### config.mk
export PLATFORM = sky130hd
export DESIGN_NAME = frame_ecc_scrub_ctrl
export DESIGN_NICKNAME = d
export VERILOG_FILES = /design/src/rtl/frame_ecc_scrub_ctrl.sv
export SDC_FILE = /design/constraint.sdc
export NUM_CORES = 1
export LEC_CHECK = 0
export BUFFER_PORTS_ARGS = -buffer_cell sky130_fd_sc_hd__buf_2
export CORE_MARGIN = 4
export CORE_UTILIZATION = 48
export CTS_CLUSTER_SIZE = 8
export DETAILED_ROUTE_END_ITERATION = 12
export PLACE_DENSITY = 0.77
export SETUP_SLACK_MARGIN = 0.02
export SLEW_MARGIN = 40
export SYNTH_ARGS = -nofsm -noshare
export SYNTH_HDL_FRONTEND = slang
export SYNTH_SLANG_ARGS = --single-unit
export TNS_END_PERCENT = 20
### constraint.sdc
create_clock -name clk_i -period 3.73 [get_ports clk_i]
set_input_delay 0.746 -clock clk_i [delete_from_list [all_inputs] [get_ports clk_i]]
set_output_delay 0.746 -clock clk_i [all_outputs]
set_load 0.1 [all_outputs]
### src/rtl/frame_ecc_scrub_ctrl.sv
// Configuration-memory readback scrub sequencer: walks every frame, classifies the
// FRAME_ECC result, hands bad frames to the host as log records and counts them.
module frame_ecc_scrub_ctrl #(
   parameter int NUM_FRAMES = 1024,
   parameter int FRAME_AW   = 10,
   parameter int TIMEOUT    = 255,
   parameter int CNT_W      = 16
) (
   input  logic                clk_i,
   input  logic                rst_i,
   input  logic                start_i,
   input  logic                abort_i,
   output logic                busy_o,
   output logic                done_o,
   output logic                frame_req_o,
   output logic [FRAME_AW-1:0] frame_addr_o,
   input  logic                frame_ack_i,
   input  logic                ecc_syndromevalid_i,
   input  logic                ecc_error_i,
   input  logic [11:0]         ecc_syndrome_i,
   output logic                log_valid_o,
   input  logic                log_ack_i,
   output logic [FRAME_AW-1:0] log_addr_o,
   output logic [11:0]         log_syndrome_o,
   output logic [1:0]          log_type_o,
   output logic [CNT_W-1:0]    sbe_cnt_o,
   output logic [CNT_W-1:0]    dbe_cnt_o,
   output logic [CNT_W-1:0]    to_cnt_o
);
   localparam int TW = (TIMEOUT > 1) ? $clog2(TIMEOUT) : 1;

   localparam logic [2:0] S_IDLE = 3'd0;
   localparam logic [2:0] S_REQ  = 3'd1;
   localparam logic [2:0] S_WAIT = 3'd2;
   localparam logic [2:0] S_LOG  = 3'd3;
   localparam logic [2:0] S_NEXT = 3'd4;

   localparam logic [1:0] T_SBE = 2'b01;
   localparam logic [1:0] T_DBE = 2'b10;
   localparam logic [1:0] T_TO  = 2'b11;

   logic [2:0]          state_q, state_d;
   logic [FRAME_AW-1:0] addr_q, addr_d;
   logic [TW-1:0]       tmr_q, tmr_d;
   logic                done_q, done_d;
   logic [CNT_W-1:0]    sbe_q, sbe_d, dbe_q, dbe_d, to_q, to_d;
   logic [FRAME_AW-1:0] laddr_q, laddr_d;
   logic [11:0]         lsyn_q, lsyn_d;
   logic [1:0]          ltype_q, ltype_d;

   function automatic logic [CNT_W-1:0] sat_inc(input logic [CNT_W-1:0] v);
      return (&v) ? v : v + CNT_W'(1);
   endfunction

   always_comb begin
      state_d = state_q;
      addr_d  = addr_q;
      tmr_d   = tmr_q;
      done_d  = 1'b0;
      sbe_d   = sbe_q;
      dbe_d   = dbe_q;
      to_d    = to_q;
      laddr_d = laddr_q;
      lsyn_d  = lsyn_q;
      ltype_d = ltype_q;
      if (abort_i) begin
         state_d = S_IDLE;
      end else begin
         case (state_q)
            S_IDLE: if (start_i) begin
               state_d = S_REQ;
               addr_d  = '0;
               sbe_d   = '0;
               dbe_d   = '0;
               to_d    = '0;
            end
            S_REQ: if (frame_ack_i) begin
               state_d = S_WAIT;
               tmr_d   = '0;
            end
            S_WAIT: begin
               // A syndrome arriving in the expiry cycle takes precedence over the timeout.
               if (ecc_syndromevalid_i) begin
                  if (!ecc_error_i) begin
                     state_d = S_NEXT;
                  end else begin
                     state_d = S_LOG;
                     laddr_d = addr_q;
                     lsyn_d  = ecc_syndrome_i;
                     if (ecc_syndrome_i[11]) begin
                        ltype_d = T_SBE;
                        sbe_d   = sat_inc(sbe_q);
                     end else begin
                        ltype_d = T_DBE;
                        dbe_d   = sat_inc(dbe_q);
                     end
                  end
               end else if (tmr_q == TW'(TIMEOUT - 1)) begin
                  state_d = S_LOG;
                  laddr_d = addr_q;
                  lsyn_d  = '0;
                  ltype_d = T_TO;
                  to_d    = sat_inc(to_q);
               end else begin
                  tmr_d = tmr_q + TW'(1);
               end
            end
            S_LOG: if (log_ack_i) state_d = S_NEXT;
            S_NEXT: begin
               if (addr_q == FRAME_AW'(NUM_FRAMES - 1)) begin
                  state_d = S_IDLE;
                  addr_d  = '0;
                  done_d  = 1'b1;
               end else begin
                  state_d = S_REQ;
                  addr_d  = addr_q + FRAME_AW'(1);
               end
            end
            default: state_d = S_IDLE;
         endcase
      end
   end

   always_ff @(posedge clk_i or posedge rst_i) begin
      if (rst_i) begin
         state_q <= S_IDLE;
         addr_q  <= '0;
         tmr_q   <= '0;
         done_q  <= 1'b0;
         sbe_q   <= '0;
         dbe_q   <= '0;
         to_q    <= '0;
         laddr_q <= '0;
         lsyn_q  <= '0;
         ltype_q <= '0;
      end else begin
         state_q <= state_d;
         addr_q  <= addr_d;
         tmr_q   <= tmr_d;
         done_q  <= done_d;
         sbe_q   <= sbe_d;
         dbe_q   <= dbe_d;
         to_q    <= to_d;
         laddr_q <= laddr_d;
         lsyn_q  <= lsyn_d;
         ltype_q <= ltype_d;
      end
   end

   assign busy_o         = (state_q != S_IDLE);
   assign done_o         = done_q;
   assign frame_req_o    = (state_q == S_REQ);
   assign frame_addr_o   = addr_q;
   assign log_valid_o    = (state_q == S_LOG);
   assign log_addr_o     = laddr_q;
   assign log_syndrome_o = lsyn_q;
   assign log_type_o     = ltype_q;
   assign sbe_cnt_o      = sbe_q;
   assign dbe_cnt_o      = dbe_q;
   assign to_cnt_o       = to_q;

endmodule

## Word-level counts from Yosys, hierarchy flattened

Index checks and enable logic that the tools add are counted.

- Mux-type cells: 44
- Equal/unequal tests: 23
- Reductions and logical operators: 16
- Add/sub/neg operators: 5
- Bitwise operators: 1

Operators with widths:

| cell | number |
|---|---|
| $mux W16 | 12 |
| $pmux W16 S2 | 3 |
| $mux W10 | 5 |
| $add A16 B1 Y16 const B | 3 |
| $reduce_and A16 Y1 | 3 |
| $mux W12 | 3 |
| $mux W8 | 3 |
| $ne A2 B2 Y1 const B | 11 |
| $mux W3 | 7 |
| $pmux W10 S2 | 1 |
| $pmux W8 S2 | 1 |
| $pmux W3 S5 | 1 |
| $reduce_and A7 Y1 | 2 |
| $add A10 B1 Y10 const B | 1 |
| $eq A10 B10 Y1 const B | 1 |
| $add A8 B1 Y8 const B | 1 |
| $eq A8 B8 Y1 const B | 1 |
| $mux W2 | 4 |
| $reduce_and A4 Y1 | 2 |
| $reduce_bool A2 Y1 | 4 |
| $eq A3 B2 Y1 const B | 2 |
| $ne A3 B2 Y1 const B | 2 |
| $reduce_and A6 Y1 | 1 |
| $reduce_and A5 Y1 | 1 |
| 10 further kinds | 14 |

- Flip-flop bits (word level): 94
- Output and inout port bits: 86
- Input port bits: 20
- Logic and storage cells: 99

## Depth between registers and ports, before layout

Gate-level depths: netlist of run 1.

- Depth in word-level cells: 6
- Mapped depth: 8

## Worst setup path before layout of run 1

OpenSTA, ideal clock, no wires.

- Kind: register -> output
- Start: register state_q[0]
- End: output frame_req_o
- Required time: 2.984 ns
- Path slack: 0.050 ns
- Stages on the path, launching flop included: 3
- Data arrival time: 2.934 ns
- Cells stage by stage: dfrtp_1 clkbuf_1 nor3b_1

- Cells in the longest elaborated chain, start to end: 1

Ends and longest elaborated chain:

| item | RTL line | source |
|---|---|---|
| start, declared | 42 | `logic [2:0] state_q, state_d;` |
| start signal, assigned | 137 | `state_q <= state_d;` |
| $eq A3 B1 Y1 | 152 | `assign frame_req_o = (state_q == S_REQ);` |
| end, declared | 15 | `output logic frame_req_o,` |

No other way between the ends.

## Final worst setup path of run 1

Ends and elaborated chain as after synthesis.

==> key figures, run 1 <==
Outcome
  – Run status: finished, final reports clean

Floorplan
  – Die width: 108 um
  – Starting Density: 49.2%
  – Floorplan die area: 0.0117 mm^2
  – Count of pins on the block boundary: 106
  – Number of core rows: 36
  – Area inside the core boundary: 0.00977 mm^2
  – Height of the chip: 108 um

Global route
  – Number of global-route vias before repair: 4096
  – Global route overflow: 0
  – Largest net degree at the start of global routing: 47
  – Global-route usage over all layers: 21.0%
  – First-pass GRT wire length: 19800 um
  – Antenna violations before repair: 1

Clock network
  – CTS tree: yes
  – Postcts setup bufs: 0
  – Number of clock buffers inserted by TritonCTS: 9
  – Hold-fix buffers at CTS: 0
  – Root Buffer Master: sky130_fd_sc_hd__clkbuf_8
  – Max Buffers Root-to-Sink: 2
  – Clock tree sinks: 94
  – Cts repair resizes: 0
  – H-tree depth: 3
  – Clock edge transition at the registers on the reported setup and hold paths: 90 ps
  – Clock latency reported for the late side of the worst-skew pair: 370 ps

Setup path
  – R2R setup slack: 1110 ps
  – Data required time at the worst endpoint: 2980 ps
  – Kind of start point of the critical path: flop
  – Worst path arrival time: 1920 ps
  – Endpoint kind of the worst setup timing path: output port
  – CP Max Fanout: 14
  – CP Class: flop to output port

Placed design
  – Port Buffers: 105
  – Final weighted congestion in routability-driven placement: 0.886
  – Detailed placement HPWL: 8370 um

Route
  – Number of antenna-violating nets in the routed design: 0
  – Via count: 4339
  – Starting DRC count in detailed routing: 259
  – Count of TritonRoute iterations in the first routing pass: 5
  – Vias per inst: 5.88
  – Total wire length after detailed routing: 11700 um
  – DRC violation count after routing: 0
  – Mean routed wirelength per cell: 15.9 um

Finish
  – Utilization after layout: 57.6%
  – Proportion of layout cells with a drive suffix above 1: 24.8%
  – Layout fillers: 876
  – Synthesis-to-finish area growth: 17.1%
  – Post-layout nets: 627
  – Total inserted antenna cells: 0

Timing
  – Worst Clk Skew: 8.94 ps
  – Final Cycle Share: 71.3%
  – Final min period: 2660 ps
  – Number of hold violations in the final report: 0
  – Total of endpoints with negative setup slack in the final report: 0
  – Maximum clock frequency: 376 MHz
  – Unrepaired setup endpoints after global routing: false
  – Worst rel slew slack: 47.4%
  – Number of max-slew violations in the final report: 0
  – Setup tns final: 0 ps
  – Slew at the pin closest to its max-slew limit: 782 ps

Synth
  – Sequential area share after synthesis: 49.0%
  – Synth warnings: 0
  – Netlist area before placement: 0.00480 mm^2
  – Number of distinct standard cells referenced by the synthesized netlist: 59
  – Share of flip-flops with an asynchronous set or reset after synthesis: 100%
  – Mean cell area of the mapped netlist: 9.61 um^2
  – Syn nets: 526
  – Number of standard cells after synthesis: 500
  – Top flip-flop cell by instance count after synthesis: sky130_fd_sc_hd__dfrtp_1
  – Number of flops mapped to enable cells by yosys: 0
  – Post-synthesis register bit count: 94

Power and ir drop
  – PD cells: 561 mW/mm^2
  – Leakage Power: 2.67 nW
  – Worst-case vdd ir drop: 0.422 mV

Flow run
  – Maximum Capacitance Violations: 0

Min path
  – Classification of the worst-slack hold path: input port to async pin
==> synthesized netlist by cell type, drive strengths merged (5+ instances only) <==
cell type,number,area share [%]
or3,9,1.3
nor4,7,0.91
inv,15,1.2
ha,6,1.6
xor2,7,1.3
nand2,47,3.7
a22o,12,2.2
nor3b,5,0.89
clkbuf,14,1.1
o21ai,36,3.7
nor3,10,1.1
nor2,40,3.1
o31ai,14,2.2
dfrtp,94,49
nand2b,9,1.2
a31oi,18,2.7
buf,7,1.0
or4,8,1.3
nand3,25,2.6
xnor2,7,1.3
and3,11,1.4
nand4,14,1.8
a21oi,27,2.8
mux2,9,2.1
==> cell usage in the layout, fill, tap and decap left out, types with 4 or more instances in the layout <==
cell type and instances:
sky130_fd_sc_hd__nand3_1 25, sky130_fd_sc_hd__and4_1 4, sky130_fd_sc_hd__a41oi_1 4, sky130_fd_sc_hd__nor3_1 9, sky130_fd_sc_hd__xnor2_1 7, sky130_fd_sc_hd__xor2_1 7, sky130_fd_sc_hd__buf_4 6, sky130_fd_sc_hd__nand2_1 46
sky130_fd_sc_hd__or3_1 8, sky130_fd_sc_hd__a21oi_1 27, sky130_fd_sc_hd__inv_1 14, sky130_fd_sc_hd__clkbuf_8 9, sky130_fd_sc_hd__buf_2 105, sky130_fd_sc_hd__o31ai_1 14, sky130_fd_sc_hd__nand2b_1 9, sky130_fd_sc_hd__nand4_1 14
sky130_fd_sc_hd__a22o_1 12, sky130_fd_sc_hd__and3_1 11, sky130_fd_sc_hd__nor2_1 40, sky130_fd_sc_hd__mux2_2 9, sky130_fd_sc_hd__dfrtp_1 94, sky130_fd_sc_hd__ha_1 6, sky130_fd_sc_hd__a31oi_1 17, sky130_fd_sc_hd__o21ai_0 35
sky130_fd_sc_hd__or4_1 7, sky130_fd_sc_hd__nor4_1 7, sky130_fd_sc_hd__a21o_1 4
==> layout make-up <==
cell class                      count  area [um^2]  area share [%]
Clock buffer                       11          131            2.33
Clock inverter                      4         48.8           0.867
Inverter                           15         58.8            1.04
Multi-Input combinational cell    370         2300            40.9
Sequential cell                    94         2350            41.8
Tap cell                          133          166            2.96
Timing Repair Buffer              111          571            10.1
==> cell families after synthesis <==
logic type,after synthesis,synth area share (%)
adder cells (fa/ha/maj),6,1.56
multiplexers,11,2.53
buffers and inverters,36,3.33
AO/OA/AOI/OAI,135,18.5
AND/OR/NAND/NOR,204,22.6
XOR/XNOR,14,2.55
flip-flops,94,49.0
==> registers in the layout (all words and copies together), names as in the netlist <==
name / flops
done_o: 1
log_syndrome_o: 12
dbe_cnt_o: 16
log_type_o: 2
state_q: 3
to_cnt_o: 16
tmr_q: 8
log_addr_o: 10
frame_addr_o: 10
sbe_cnt_o: 16
==> routing by layer <==
metal	track usage (%)	wire length, um	vias up
met5	0	13	-
met4	8.39	259	2
met3	4.42	596	24
met2	34.0	5740	131
met1	27.6	5130	2129
li1	-	-	2053
==> through the flow <==
stage / hold slack (ps) / instances / area, um^2 / worst slack [ps] / power, mW
after floorplan: 504 / 500 / 4800 / 50.5 / 2.30
after global placement: 459 / 723 / 5440 / 961 / 2.51
after detailed placement: 469 / 723 / 5450 / 885 / 2.52
after CTS: 490 / 738 / 5630 / 1070 / 3.18
after global routing: 484 / 738 / 5630 / 878 / 3.31
final: 444 / 738 / 5630 / 1070 / 3.16
==> power by group <==
group | total [mW] | switching, mW | leakage, nW | internal [mW]
Clock | 0.655 | 0.349 | 0.0931 | 0.306
Sequential | 1.22 | 0.102 | 1.29 | 1.12
Combinational | 1.28 | 1.05 | 1.28 | 0.239
==> worst paths after layout <==
path	start	end	cells past startpoint
setup / recovery	state_q[0]	frame_req_o	2
setup reg to reg	sbe_cnt_o[1]	sbe_cnt_o[2]	6
hold reg to reg	log_addr_o[3]	log_addr_o[3]	2
max in group asynchronous	rst_i	log_syndrome_o[9]	3
hold / removal	rst_i	to_cnt_o[8]	2
min in group clk_i	log_addr_o[3]	log_addr_o[3]	2
==> worst max-delay path: stages (launching register included) <==
cell and delay, ps:
sky130_fd_sc_hd__dfrtp_1 610, sky130_fd_sc_hd__nor3b_1 430, sky130_fd_sc_hd__buf_2 510
Power figures use the tool's default switching activity.
==> inputs of run 2 (changes only) <==
Settings changed: ABC_AREA from default to 1, PLACE_DENSITY 0.77 to 0.79.
Clock period 3.73 ns to 2.4 ns, I/O delays scaled along.
==> key figures, run 2 <==
Timing
  – Worst-case setup margin in the final layout: 271 ps
  – Unrepaired setup endpoints after global routing: false
  – Final min period: 2130 ps
  – Slew at the pin closest to its max-slew limit: 503 ps
  – Worst Clk Skew: 4.58 ps
  – Number of hold violations in the final report: 0
  – Number of max-slew violations in the final report: 0
  – Worst rel slew slack: 66.7%
  – Maximum clock frequency: 470 MHz
  – Final Cycle Share: 88.7%
  – Setup tns final: 0 ps
  – Total of endpoints with negative setup slack in the final report: 0

Power and ir drop
  – Worst-case vdd ir drop: 1.05 mV
  – Net switching component of the power: 2.95 mW
  – Power share of the clock group: 25.0%
  – Power Internal: 2.98 mW
  – Switching share of total power: 49.7%
  – Register share of total power: 32.6%
  – Leakage Power: 3.25 nW
  – PD cells: 926 mW/mm^2
  – Combinational power share: 42.4%

Floorplan
  – Area inside the core boundary: 0.0109 mm^2
  – Floorplan die area: 0.0131 mm^2
  – Height of the chip: 114 um
  – Count of pins on the block boundary: 106
  – Number of core rows: 38
  – Die width: 114 um
  – Starting Density: 49.6%

Route
  – Starting DRC count in detailed routing: 349
  – Vias per inst: 5.01
  – Count of TritonRoute iterations in the first routing pass: 4
  – DRC violation count after routing: 0
  – Total wire length after detailed routing: 12900 um
  – Mean routed wirelength per cell: 12.5 um
  – Via count: 5156
  – Number of antenna-violating nets in the routed design: 0

Finish
  – Commonest cells after routing, fill and taps aside: sky130_fd_sc_hd__nand2_1, sky130_fd_sc_hd__nor2_1, sky130_fd_sc_hd__buf_2
  – Synthesis-to-finish area growth: 18.0%
  – Total inserted antenna cells: 0
  – Post-layout nets: 910
  – Most frequent standard cell in the layout excluding fill and tap cells: sky130_fd_sc_hd__nand2_1
  – Proportion of layout cells with a drive suffix above 1: 16.1%

Clock network
  – Hold-fix buffers at CTS: 0
  – Clock latency reported for the late side of the worst-skew pair: 350 ps
  – Cts repair resizes: 0
  – Max Buffers Root-to-Sink: 2
  – Number of clock buffers inserted by TritonCTS: 9
  – H-tree depth: 3
  – Clock tree sinks: 94
  – Root Buffer Master: sky130_fd_sc_hd__clkbuf_16
  – Postcts setup bufs: 0
  – Clock edge transition at the registers on the reported setup and hold paths: 70 ps
  – CTS tree: yes

Global route
  – Global route overflow: 0
  – Met2 track utilization from global routing: 32.3%
  – Met3 Resource Use GR: 5.50%
  – Number of global-route vias before repair: 4821
  – Global-route usage over all layers: 20.5%
  – Most congested layer reported by global routing: met2
  – First-pass GRT wire length: 22100 um
  – Met1 Usage GRT: 27.8%
  – Antenna violations before repair: 2
  – Largest net degree at the start of global routing: 95

Synth
  – Top cells by instance count after synthesis: sky130_fd_sc_hd__nand2_1, sky130_fd_sc_hd__nor2_1, sky130_fd_sc_hd__dfrtp_1, sky130_fd_sc_hd__inv_1, sky130_fd_sc_hd__nand3_1
  – Cell with the most instances after synthesis: sky130_fd_sc_hd__nand2_1
  – Number of standard cells after synthesis: 780
  – Syn nets: 806
  – Post-synthesis register bit count: 94
  – Sequential area share after synthesis: 43.3%
  – Number of flops mapped to enable cells by yosys: 0
  – Mean cell area of the mapped netlist: 6.96 um^2
  – Share of flip-flops with an asynchronous set or reset after synthesis: 100%
  – Area contributors post-synth: sky130_fd_sc_hd__dfrtp_1, sky130_fd_sc_hd__nand2_1, sky130_fd_sc_hd__nor2_1
  – Largest area contributor in the synthesized netlist: sky130_fd_sc_hd__dfrtp_1
  – Number of distinct standard cells referenced by the synthesized netlist: 30
  – Top flip-flop cell by instance count after synthesis: sky130_fd_sc_hd__dfrtp_1
  – Synth warnings: 0
  – Synth top area share: 43.3%
  – Netlist area before placement: 0.00543 mm^2

Outcome
  – Run status: finished, final reports clean

Placed design
  – Final weighted congestion in routability-driven placement: 0.873
  – Detailed placement HPWL: 9200 um
  – Post-place setup slack: 431 ps
  – Port Buffers: 105

Flow run
  – Maximum Capacitance Violations: 0

Setup path
  – R2R setup slack: 430 ps
  – CP Max Fanout: 8
  – CP Class: flop to output port
  – Endpoint kind of the worst setup timing path: output port
  – Worst path arrival time: 1650 ps
  – Data required time at the worst endpoint: 1920 ps
  – Kind of start point of the critical path: flop

Min path
  – Classification of the worst-slack hold path: input port to async pin
[run 2: cell count changes in the layout (fill, tap and decap cells not counted), sizes merged, moves of 16 or more]
cell / before / now
a31oi: 18 / 0
inv: 15 / 69
nand3: 25 / 62
a21oi: 27 / 6
nand2: 47 / 301
o21ai: 36 / 52
nor2: 40 / 112
[run 2: metrics by stage]
stage | total power, mW | utilization, % | cell area, um^2 | instances | hold slack, ps
3_3_place_gp | 4.46 | 55.8 | 6100 | 1013 | 456
4_1_cts | 5.98 | 58.6 | 6410 | 1029 | 292
5_1_grt | 6.23 | 58.6 | 6410 | 1029 | 315
6_report | 5.93 | 58.6 | 6410 | 1029 | 268
2_1_floorplan | 4.05 | - | 5450 | 780 | 483
3_5_place_dp | 4.48 | 55.8 | 6100 | 1013 | 462
[run 2: logic make-up (layout without fill, tap and decap cells)]
family	count (synthesis)	after routing	share of synthesized area [%]
fa+ha+maj	6	6	1.38
xor+xnor	20	20	3.23
compound gates	70	70	7.08
simple gates	503	503	38.3
flops	94	94	43.3
buf+inv	87	196	6.71
[run 2: final cells by class]
type	instances	area [um^2]
Multi-Input combinational cell	599	2730
Clock buffer	9	225
Inverter	68	259
Timing Repair Buffer	112	591
Fill cell	1060	4530
Clock inverter	7	80.1
Tap cell	140	175
Sequential cell	94	2350
[run 2: final timing paths]
kind | from | end | cells past startpoint
worst min register to register | log_addr_o[6] | log_addr_o[6] | 2
worst max-delay path | state_q[1] | busy_o | 3
min in group clk_i | ecc_syndrome_i[10] | log_syndrome_o[10] | 3
worst min-delay path | rst_i | to_cnt_o[7] | 3
worst max register to register | state_q[2] | log_addr_o[0] | 9
max in group asynchronous | rst_i | log_addr_o[4] | 3
[run 2: worst max-delay path, cell delays in order, from the launching register on]
cell and delay, ps:
sky130_fd_sc_hd__dfrtp_1 540, sky130_fd_sc_hd__inv_1 140, sky130_fd_sc_hd__nand2_1 160, sky130_fd_sc_hd__buf_2 460
[run 2: power groups by stage]
| stage | clock [mW] | combinational (mW) | sequential, mW |
|---|---|---|---|
| 2_1_floorplan | 0 | 0.963 | 3.09 |
| 3_3_place_gp | 0 | 2.51 | 1.96 |
| 3_5_place_dp | 0 | 2.53 | 1.95 |
| 4_1_cts | 1.51 | 2.53 | 1.93 |
| 5_1_grt | 1.58 | 2.69 | 1.96 |
| 6_report | 1.48 | 2.52 | 1.93 |
[run 2: metal layers]
metal	routed length, um	vias up
li1	-	2677
met1	6000	2348
met2	5930	112
met3	750	15
met4	158	4
met5	33	-
